## src/rtl/rd_kgp_pkg.sv

```systemverilog
// -----------------------------------------------------------------------------
// rd_kgp_pkg
//   Shared definitions for the kgp (kill / generate / propagate) recursive-
//   doubling carry tree used by the subtractor.
//   - WIDTH / LEVELS : operand width and number of doubling levels (fixed).
//   - KGP_* codes    : 2-bit carry-status encoding, one code per bit position.
//   - kgp_combine    : prefix operator merging an upper span with a lower span.
// -----------------------------------------------------------------------------
package rd_kgp_pkg;

  localparam int unsigned WIDTH  = 32;
  localparam int unsigned LEVELS = 5;

  localparam logic [1:0] KGP_KILL = 2'b00;
  localparam logic [1:0] KGP_GEN  = 2'b01;
  localparam logic [1:0] KGP_PROP = 2'b11;

  typedef logic [1:0]          kgp_t;
  typedef kgp_t [WIDTH-1:0]    kgp_vec_t;

  // Upper span decides unless it propagates, in which case the lower span's
  // status shows through. Code 2'b10 is never produced; OR-ing in bit 0 folds
  // it onto PROP so it behaves the same way.
  function automatic kgp_t kgp_combine(input kgp_t u, input kgp_t l);
    return ((u | 2'b01) == KGP_PROP) ? l : u;
  endfunction

endpackage

```

## src/rtl/rd_kgp_level.sv

```systemverilog
// -----------------------------------------------------------------------------
// rd_kgp_level
//   One row of the recursive-doubling tree: every bit i >= SPAN combines its
//   own span with the span SPAN positions below it. Bits below SPAN already
//   cover everything down to bit 0 and pass straight through.
//   Ports:
//     kgp_i  in   WIDTH x 2  kgp codes entering this level
//     kgp_o  out  WIDTH x 2  kgp codes after combining at distance SPAN
// -----------------------------------------------------------------------------
module rd_kgp_level
  import rd_kgp_pkg::*;
#(
  parameter int unsigned SPAN = 1
) (
  input  kgp_vec_t kgp_i,
  output kgp_vec_t kgp_o
);

  for (genvar i = 0; i < int'(WIDTH); i++) begin : g_cell
    if (i < int'(SPAN)) begin : g_pass
      assign kgp_o[i] = kgp_i[i];
    end else begin : g_comb
      assign kgp_o[i] = kgp_combine(kgp_i[i], kgp_i[i-int'(SPAN)]);
    end
  end

endmodule

```

## src/rtl/rd_prefix_subtractor.sv

```systemverilog
// -----------------------------------------------------------------------------
// rd_prefix_subtractor
//   Three-stage pipelined 32-bit subtractor, diff = a - b - bin, computed as
//   a + ~b + ~bin on a kgp recursive-doubling carry tree.
//     S1: levels 1,2 registered with a, ~b, cin
//     S2: levels 4,8 registered with a, ~b, cin
//     S3: level 16, result formation, output registers
//   Ports:
//     clk, rst             clock, asynchronous active-high reset
//     in_valid / in_ready  operand handshake (a, b, bin)
//     out_valid / out_ready result handshake (diff, bout, ovf, zero)
//
//   Handshake: a beat moves on a rising edge where valid && ready. in_ready
//   is the global advance enable (!out_valid || out_ready); when it is low
//   every stage holds, so the outputs are stable while out_valid && !out_ready.
// -----------------------------------------------------------------------------
module rd_prefix_subtractor
  import rd_kgp_pkg::*;
(
  input  logic             clk,
  input  logic             rst,
  input  logic             in_valid,
  output logic             in_ready,
  input  logic [WIDTH-1:0] a,
  input  logic [WIDTH-1:0] b,
  input  logic             bin,
  output logic             out_valid,
  input  logic             out_ready,
  output logic [WIDTH-1:0] diff,
  output logic             bout,
  output logic             ovf,
  output logic             zero
);

  localparam int unsigned TOP_SPAN = 1 << (LEVELS - 1);

  logic en;

  // ---------------- stage registers ----------------
  logic             s1_valid_q, s1_valid_d;
  kgp_vec_t         s1_kgp_q,   s1_kgp_d;
  logic [WIDTH-1:0] s1_a_q,     s1_a_d;
  logic [WIDTH-1:0] s1_nb_q,    s1_nb_d;
  logic             s1_cin_q,   s1_cin_d;

  logic             s2_valid_q, s2_valid_d;
  kgp_vec_t         s2_kgp_q,   s2_kgp_d;
  logic [WIDTH-1:0] s2_a_q,     s2_a_d;
  logic [WIDTH-1:0] s2_nb_q,    s2_nb_d;
  logic             s2_cin_q,   s2_cin_d;

  logic             out_valid_q, out_valid_d;
  logic [WIDTH-1:0] diff_q,      diff_d;
  logic             bout_q,      bout_d;
  logic             ovf_q,       ovf_d;
  logic             zero_q,      zero_d;

  // ---------------- front end: per-bit kgp ----------------
  logic [WIDTH-1:0] nb;
  logic             cin;
  kgp_vec_t         kgp_raw;
  kgp_vec_t         kgp_l0;
  kgp_vec_t         kgp_l1, kgp_l2, kgp_l4, kgp_l8, kgp_l16;

  always_comb begin
    nb  = ~b;
    cin = ~bin;
    for (int i = 0; i < int'(WIDTH); i++) begin
      // kill 00 (both 0), gen 01 (both 1), prop 11 (exactly one 1)
      kgp_raw[i] = {a[i] ^ nb[i], a[i] | nb[i]};
    end
    kgp_l0 = kgp_raw;
    // The carry-in sits just below bit 0; folding it in here keeps five
    // doubling levels sufficient to reach it from bit 31.
    kgp_l0[0] = kgp_combine(kgp_raw[0], cin ? KGP_GEN : KGP_KILL);
  end

  rd_kgp_level #(.SPAN(1)) u_lvl1 (.kgp_i(kgp_l0), .kgp_o(kgp_l1));
  rd_kgp_level #(.SPAN(2)) u_lvl2 (.kgp_i(kgp_l1), .kgp_o(kgp_l2));

  rd_kgp_level #(.SPAN(4)) u_lvl4 (.kgp_i(s1_kgp_q), .kgp_o(kgp_l4));
  rd_kgp_level #(.SPAN(8)) u_lvl8 (.kgp_i(kgp_l4),   .kgp_o(kgp_l8));

  rd_kgp_level #(.SPAN(TOP_SPAN)) u_lvl16 (.kgp_i(s2_kgp_q), .kgp_o(kgp_l16));

  // ---------------- result formation ----------------
  logic [WIDTH-1:0] carry;
  logic [WIDTH-1:0] diff_calc;

  always_comb begin
    // After the full tree no position propagates any more: each one resolves
    // to generate (carry out of that bit) or kill.
    for (int i = 0; i < int'(WIDTH); i++) begin
      carry[i] = (kgp_l16[i] == KGP_GEN);
    end
    diff_calc = s2_a_q ^ s2_nb_q ^ {carry[WIDTH-2:0], s2_cin_q};
  end

  // ---------------- advance / next state ----------------
  assign en       = !out_valid_q || out_ready;
  assign in_ready = en;

  always_comb begin
    s1_valid_d  = s1_valid_q;
    s1_kgp_d    = s1_kgp_q;
    s1_a_d      = s1_a_q;
    s1_nb_d     = s1_nb_q;
    s1_cin_d    = s1_cin_q;
    s2_valid_d  = s2_valid_q;
    s2_kgp_d    = s2_kgp_q;
    s2_a_d      = s2_a_q;
    s2_nb_d     = s2_nb_q;
    s2_cin_d    = s2_cin_q;
    out_valid_d = out_valid_q;
    diff_d      = diff_q;
    bout_d      = bout_q;
    ovf_d       = ovf_q;
    zero_d      = zero_q;
    if (en) begin
      s1_valid_d  = in_valid;
      s1_kgp_d    = kgp_l2;
      s1_a_d      = a;
      s1_nb_d     = nb;
      s1_cin_d    = cin;
      s2_valid_d  = s1_valid_q;
      s2_kgp_d    = kgp_l8;
      s2_a_d      = s1_a_q;
      s2_nb_d     = s1_nb_q;
      s2_cin_d    = s1_cin_q;
      out_valid_d = s2_valid_q;
      diff_d      = diff_calc;
      bout_d      = ~carry[WIDTH-1];
      // b[31] is ~nb[31]; overflow when operand signs differ and the
      // result sign disagrees with the minuend.
      ovf_d       = (s2_a_q[WIDTH-1] != ~s2_nb_q[WIDTH-1]) &&
                    (diff_calc[WIDTH-1] != s2_a_q[WIDTH-1]);
      zero_d      = (diff_calc == '0);
    end
  end

  always_ff @(posedge clk or posedge rst) begin
    if (rst) begin
      s1_valid_q  <= 1'b0;
      s1_kgp_q    <= '0;
      s1_a_q      <= '0;
      s1_nb_q     <= '0;
      s1_cin_q    <= 1'b0;
      s2_valid_q  <= 1'b0;
      s2_kgp_q    <= '0;
      s2_a_q      <= '0;
      s2_nb_q     <= '0;
      s2_cin_q    <= 1'b0;
      out_valid_q <= 1'b0;
      diff_q      <= '0;
      bout_q      <= 1'b0;
      ovf_q       <= 1'b0;
      zero_q      <= 1'b0;
    end else begin
      s1_valid_q  <= s1_valid_d;
      s1_kgp_q    <= s1_kgp_d;
      s1_a_q      <= s1_a_d;
      s1_nb_q     <= s1_nb_d;
      s1_cin_q    <= s1_cin_d;
      s2_valid_q  <= s2_valid_d;
      s2_kgp_q    <= s2_kgp_d;
      s2_a_q      <= s2_a_d;
      s2_nb_q     <= s2_nb_d;
      s2_cin_q    <= s2_cin_d;
      out_valid_q <= out_valid_d;
      diff_q      <= diff_d;
      bout_q      <= bout_d;
      ovf_q       <= ovf_d;
      zero_q      <= zero_d;
    end
  end

  assign out_valid = out_valid_q;
  assign diff      = diff_q;
  assign bout      = bout_q;
  assign ovf       = ovf_q;
  assign zero      = zero_q;

endmodule
```

## config.mk

```make
export PLATFORM = sky130hd
export DESIGN_NAME = rd_prefix_subtractor
export DESIGN_NICKNAME = d
export VERILOG_FILES = /design/src/rtl/rd_kgp_pkg.sv /design/src/rtl/rd_kgp_level.sv /design/src/rtl/rd_prefix_subtractor.sv
export SDC_FILE = /design/constraint.sdc
export NUM_CORES = 1
export LEC_CHECK = 0
export ABC_AREA = 0
export ABC_CLOCK_PERIOD_IN_PS = 11600
export BUFFER_PORTS_ARGS = -buffer_cell sky130_fd_sc_hd__buf_2
export CELL_PAD_IN_SITES_DETAIL_PLACEMENT = 0
export CELL_PAD_IN_SITES_GLOBAL_PLACEMENT = 1
export CORE_MARGIN = 2
export CORE_UTILIZATION = 48
export CTS_BUF_LIST = sky130_fd_sc_hd__clkbuf_4
export DETAILED_ROUTE_END_ITERATION = 10
export GPL_ROUTABILITY_DRIVEN = 0
export MAX_ROUTING_LAYER = met4
export PLACE_DENSITY_LB_ADDON = 0.1
export SYNTH_ARGS = -nofsm -noshare
export SYNTH_HDL_FRONTEND = slang
export SYNTH_SLANG_ARGS = --single-unit
```

## constraint.sdc

```tcl
create_clock -name clk -period 11.6 [get_ports clk]
set_clock_uncertainty 0.05 [all_clocks]
set_input_delay 0.58 -clock clk [delete_from_list [all_inputs] [get_ports clk]]
set_output_delay 0.58 -clock clk [all_outputs]
set_load 0.05 [all_outputs]
```

==> results.json <==
{
  "synth_area_um2": 12790,
  "endpoint_kind": "output port",
  "tightest_slew_ns": 1.076,
  "core_um2": 26130,
  "synthAdderAreaFrac_pct": 3.130,
  "synth_mux_area_share_pct": 6.270,
  "dr.first_iter.drc_count": 604,
  "maxSlewHeadroom_pct": 28.30,
  "overflow": 0,
  "synth_top_family_by_area": "simple AND/OR/NAND/NOR gates",
  "viasPerCell": 5.114,
  "path_clk_slew_ns": 0.06,
  "syn_to_final_growth_pct": 14.78,
  "r2r-start": "out_valid",
  "die_h_um": 167.2,
  "avgSynthCellArea_um2": 9.330,
  "io_buffers": 105,
  "root_buffer": "clkbuf_4",
  "yosysWarnings": 0,
  "period_needed_ns": 3.290,
  "synthSimpleGateAreaFrac_pct": 16.43,
  "synth_cells": 1371,
  "clk_latency_ns": 0.68,
  "first_pass_iters": 8,
  "antenna_left": 0,
  "grt_pass1_vias": 9327,
  "leakage_nw": 6.889,
  "io_pins": 106,
  "drcViolationCount": 10,
  "criticalPathCategory": "flop to output port",
  "syn_nets": 1472,
  "dp_slack_ns": 8.330,
  "drive_gt1_share_pct": 16.10,
  "irDropWorstVdd_v": 0.0001151,
  "setup-tns-final_ns": 0,
  "antenna_found_initial": 2,
  "synth_ff_type": "dfrtp_1",
  "synth_xor_area_share_pct": 4.441,
  "grt_max_degree": 241,
  "nFillCells": 2586,
  "synthArstFlopShare_pct": 100.0,
  "grt_pass1_wl_um": 48650,
  "clock.fmax_ghz": 0.3040,
  "synth_area_leaders": "dfrtp_1 (54%), nand2_1 (11%), mux2i_1 (5.5%)",
  "yosysTopAreaCell": "dfrtp_1",
  "cts.sinks": 276,
  "pwr_density_cell_nw_per_um2": 256.1,
  "status": "finished with violations",
  "regArea_um2": 6907,
  "cp.required_ns": 10.97,
  "drt_wl_total_um": 29930,
  "period_share_pct": 28.36,
  "setup_viol": 0,
  "synth_cell_types": 34,
  "synth_compound_area_share_pct": 11.53,
  "synth_top_area_share_pct": 54.00,
  "violations": "DRC",
  "report.final.slew_viol_count": 0,
  "fin_nets": 1592,
  "cp.arrival_ns": 2.66,
  "floorplan.initialDensity_pct": 48.95,
  "start_kind": "flop",
  "multi_input_area_um2": 5353,
  "seq_area_frac_synth_pct": 54.00,
  "timing_hold_violations_final": 0,
  "r2r_end": "s2_kgp_q[18]",
  "avgRoutedWirePerCell_um": 15.84,
  "dieArea_um2": 27970,
  "setup_ws_ns": 8.310,
  "synth-edff-count": 0,
  "max_cap_viol_count": 0,
  "cts_tree": "built",
  "htreeDepth": 3,
  "synth_seq_cells": 276,
  "num_vias": 9660,
  "core.rowCount": 59,
  "grt.total_usage_pct": 22.62,
  "critPathLaunch": "out_valid",
  "fp.dieW_um": 167.2,
  "hp-class": "input port to async pin",
  "grt_setup_unrepaired": "false",
  "cts_max_path_buffers": 3,
  "r2r_cells": 5,
  "dp_hpwl_um": 20300,
  "cts_buffers": 78,
  "worst-path-max-fanout": 240,
  "rrSetupSlack_ns": 8.71
}
[worst max path at each step]
stage,end,slack [ns],cells after the start
3_3_place_gp,s2_kgp_q[20],8.35,6
2_1_floorplan,bout,3.36,1
3_5_place_dp,s2_kgp_q[18],8.33,6
4_1_cts,in_ready,8.15,4
6_report,in_ready,8.31,4
5_1_grt,in_ready,8.02,4
[registers in the layout, indices dropped and copies added, names as in the netlist]
signal and cells:
s2_kgp_q 48, zero 1, s2_cin_q 1, s1_nb_q 32, s2_valid_q 1, diff 32
out_valid 1, s1_kgp_q 60, s1_a_q 32, s2_nb_q 32, s1_cin_q 1, bout 1
s1_valid_q 1, s2_a_q 32, ovf 1
[per-layer routing]
metal  part of all wire [%]  global-route usage [%]  vias to the layer above  wire [um]
met2                     43                   32.11                      207      12870
met5                      0                       -                        -          0
met4                    2.0                   7.486                        0        595
li1                       -                       -                     4885          -
met1                     50                   33.00                     4517      15110
met3                    4.5                   3.994                       51       1354
[metrics by stage]
stage,instance area (um2),hold WS [ns],util [%],std cells,power [mW]
after global placement,13410,0.3955,51.33,1732,2.762
after detailed placement,13410,0.3952,51.33,1732,2.786
after floorplan,12790,0.3800,-,1371,2.401
final,14680,0.02070,56.18,1889,3.759
after CTS,14680,0.003014,56.17,1888,3.807
after global routing,14680,0.002081,56.18,1889,4.018
[critical path: stages, from the launching register on]
cell	delay [ns]
dfrtp_1	0.34
nor2b_4	0.16
buf_12	0.59
inv_6	0.43
buf_2	0.36
[synthesized netlist by cell type (19+ instances only)]
cell type,n
nand2_1,367
dfrtp_1,276
a21oi_1,120
o21ai_1,99
nor2_1,83
mux2i_1,70
buf_2,48
xnor2_1,46
inv_1,38
nand4_1,38
o21ai_0,34
clkbuf_1,32
ha_1,32
o31ai_1,19
[power by group]
group / leakage [nW] / internal, mW / switching (mW)
registers: 3.31 / 1.27 / 0.228
clock network: 0.664 / 0.591 / 0.410
logic: 2.92 / 0.411 / 0.853
total: 6.89 / 2.27 / 1.49
[cell usage in the layout (no fill, tap or decap), types with 6 or more instances in the layout]
cell type and instances:
dfrtp_1 276, o21ai_0 34, clkinv_1 12, nand2_1 367
nand4_1 38, inv_1 37, nor2_1 83, xor2_1 17
xnor2_1 46, buf_2 105, a21oi_1 120, ha_1 32
o21ai_1 99, mux2i_1 70, nor2b_1 17, dlygate4sd3_1 14
clkbuf_4 123, o31ai_1 19, nand3_1 6
[cell type report]
| class | count | share of cell area [%] |
|---|---|---|
| Timing Repair Buffer | 124 | 4.875 |
| Multi-Input combinational cell | 972 | 36.46 |
| Tap cell | 335 | 2.855 |
| Sequential cell | 276 | 47.04 |
| Clock inverter | 19 | 1.381 |
| Antenna cell | 1 | 0.01704 |
| Clock buffer | 123 | 6.289 |
| Inverter | 39 | 1.082 |
[timing repair]
item | CTS | global route
hold buffers | 14 | 0
hold endpoints to repair | 14 | 0
resized for setup | 0 | 0
setup buffers | 0 | 0
[logic make-up (layout without fill, tap and decap cells)]
| logic type | after synthesis | in the layout |
|---|---|---|
| flip-flops | 276 | 276 |
| AND/OR/NAND/NOR | 517 | 517 |
| buffers and inverters | 123 | 305 |
| other | 0 | 1 |
| adder cells (fa/ha/maj) | 32 | 32 |
| multiplexers | 79 | 79 |
| AO/OA/AOI/OAI | 280 | 280 |
| XOR/XNOR | 64 | 64 |
(Power assumes the default switching activity.)
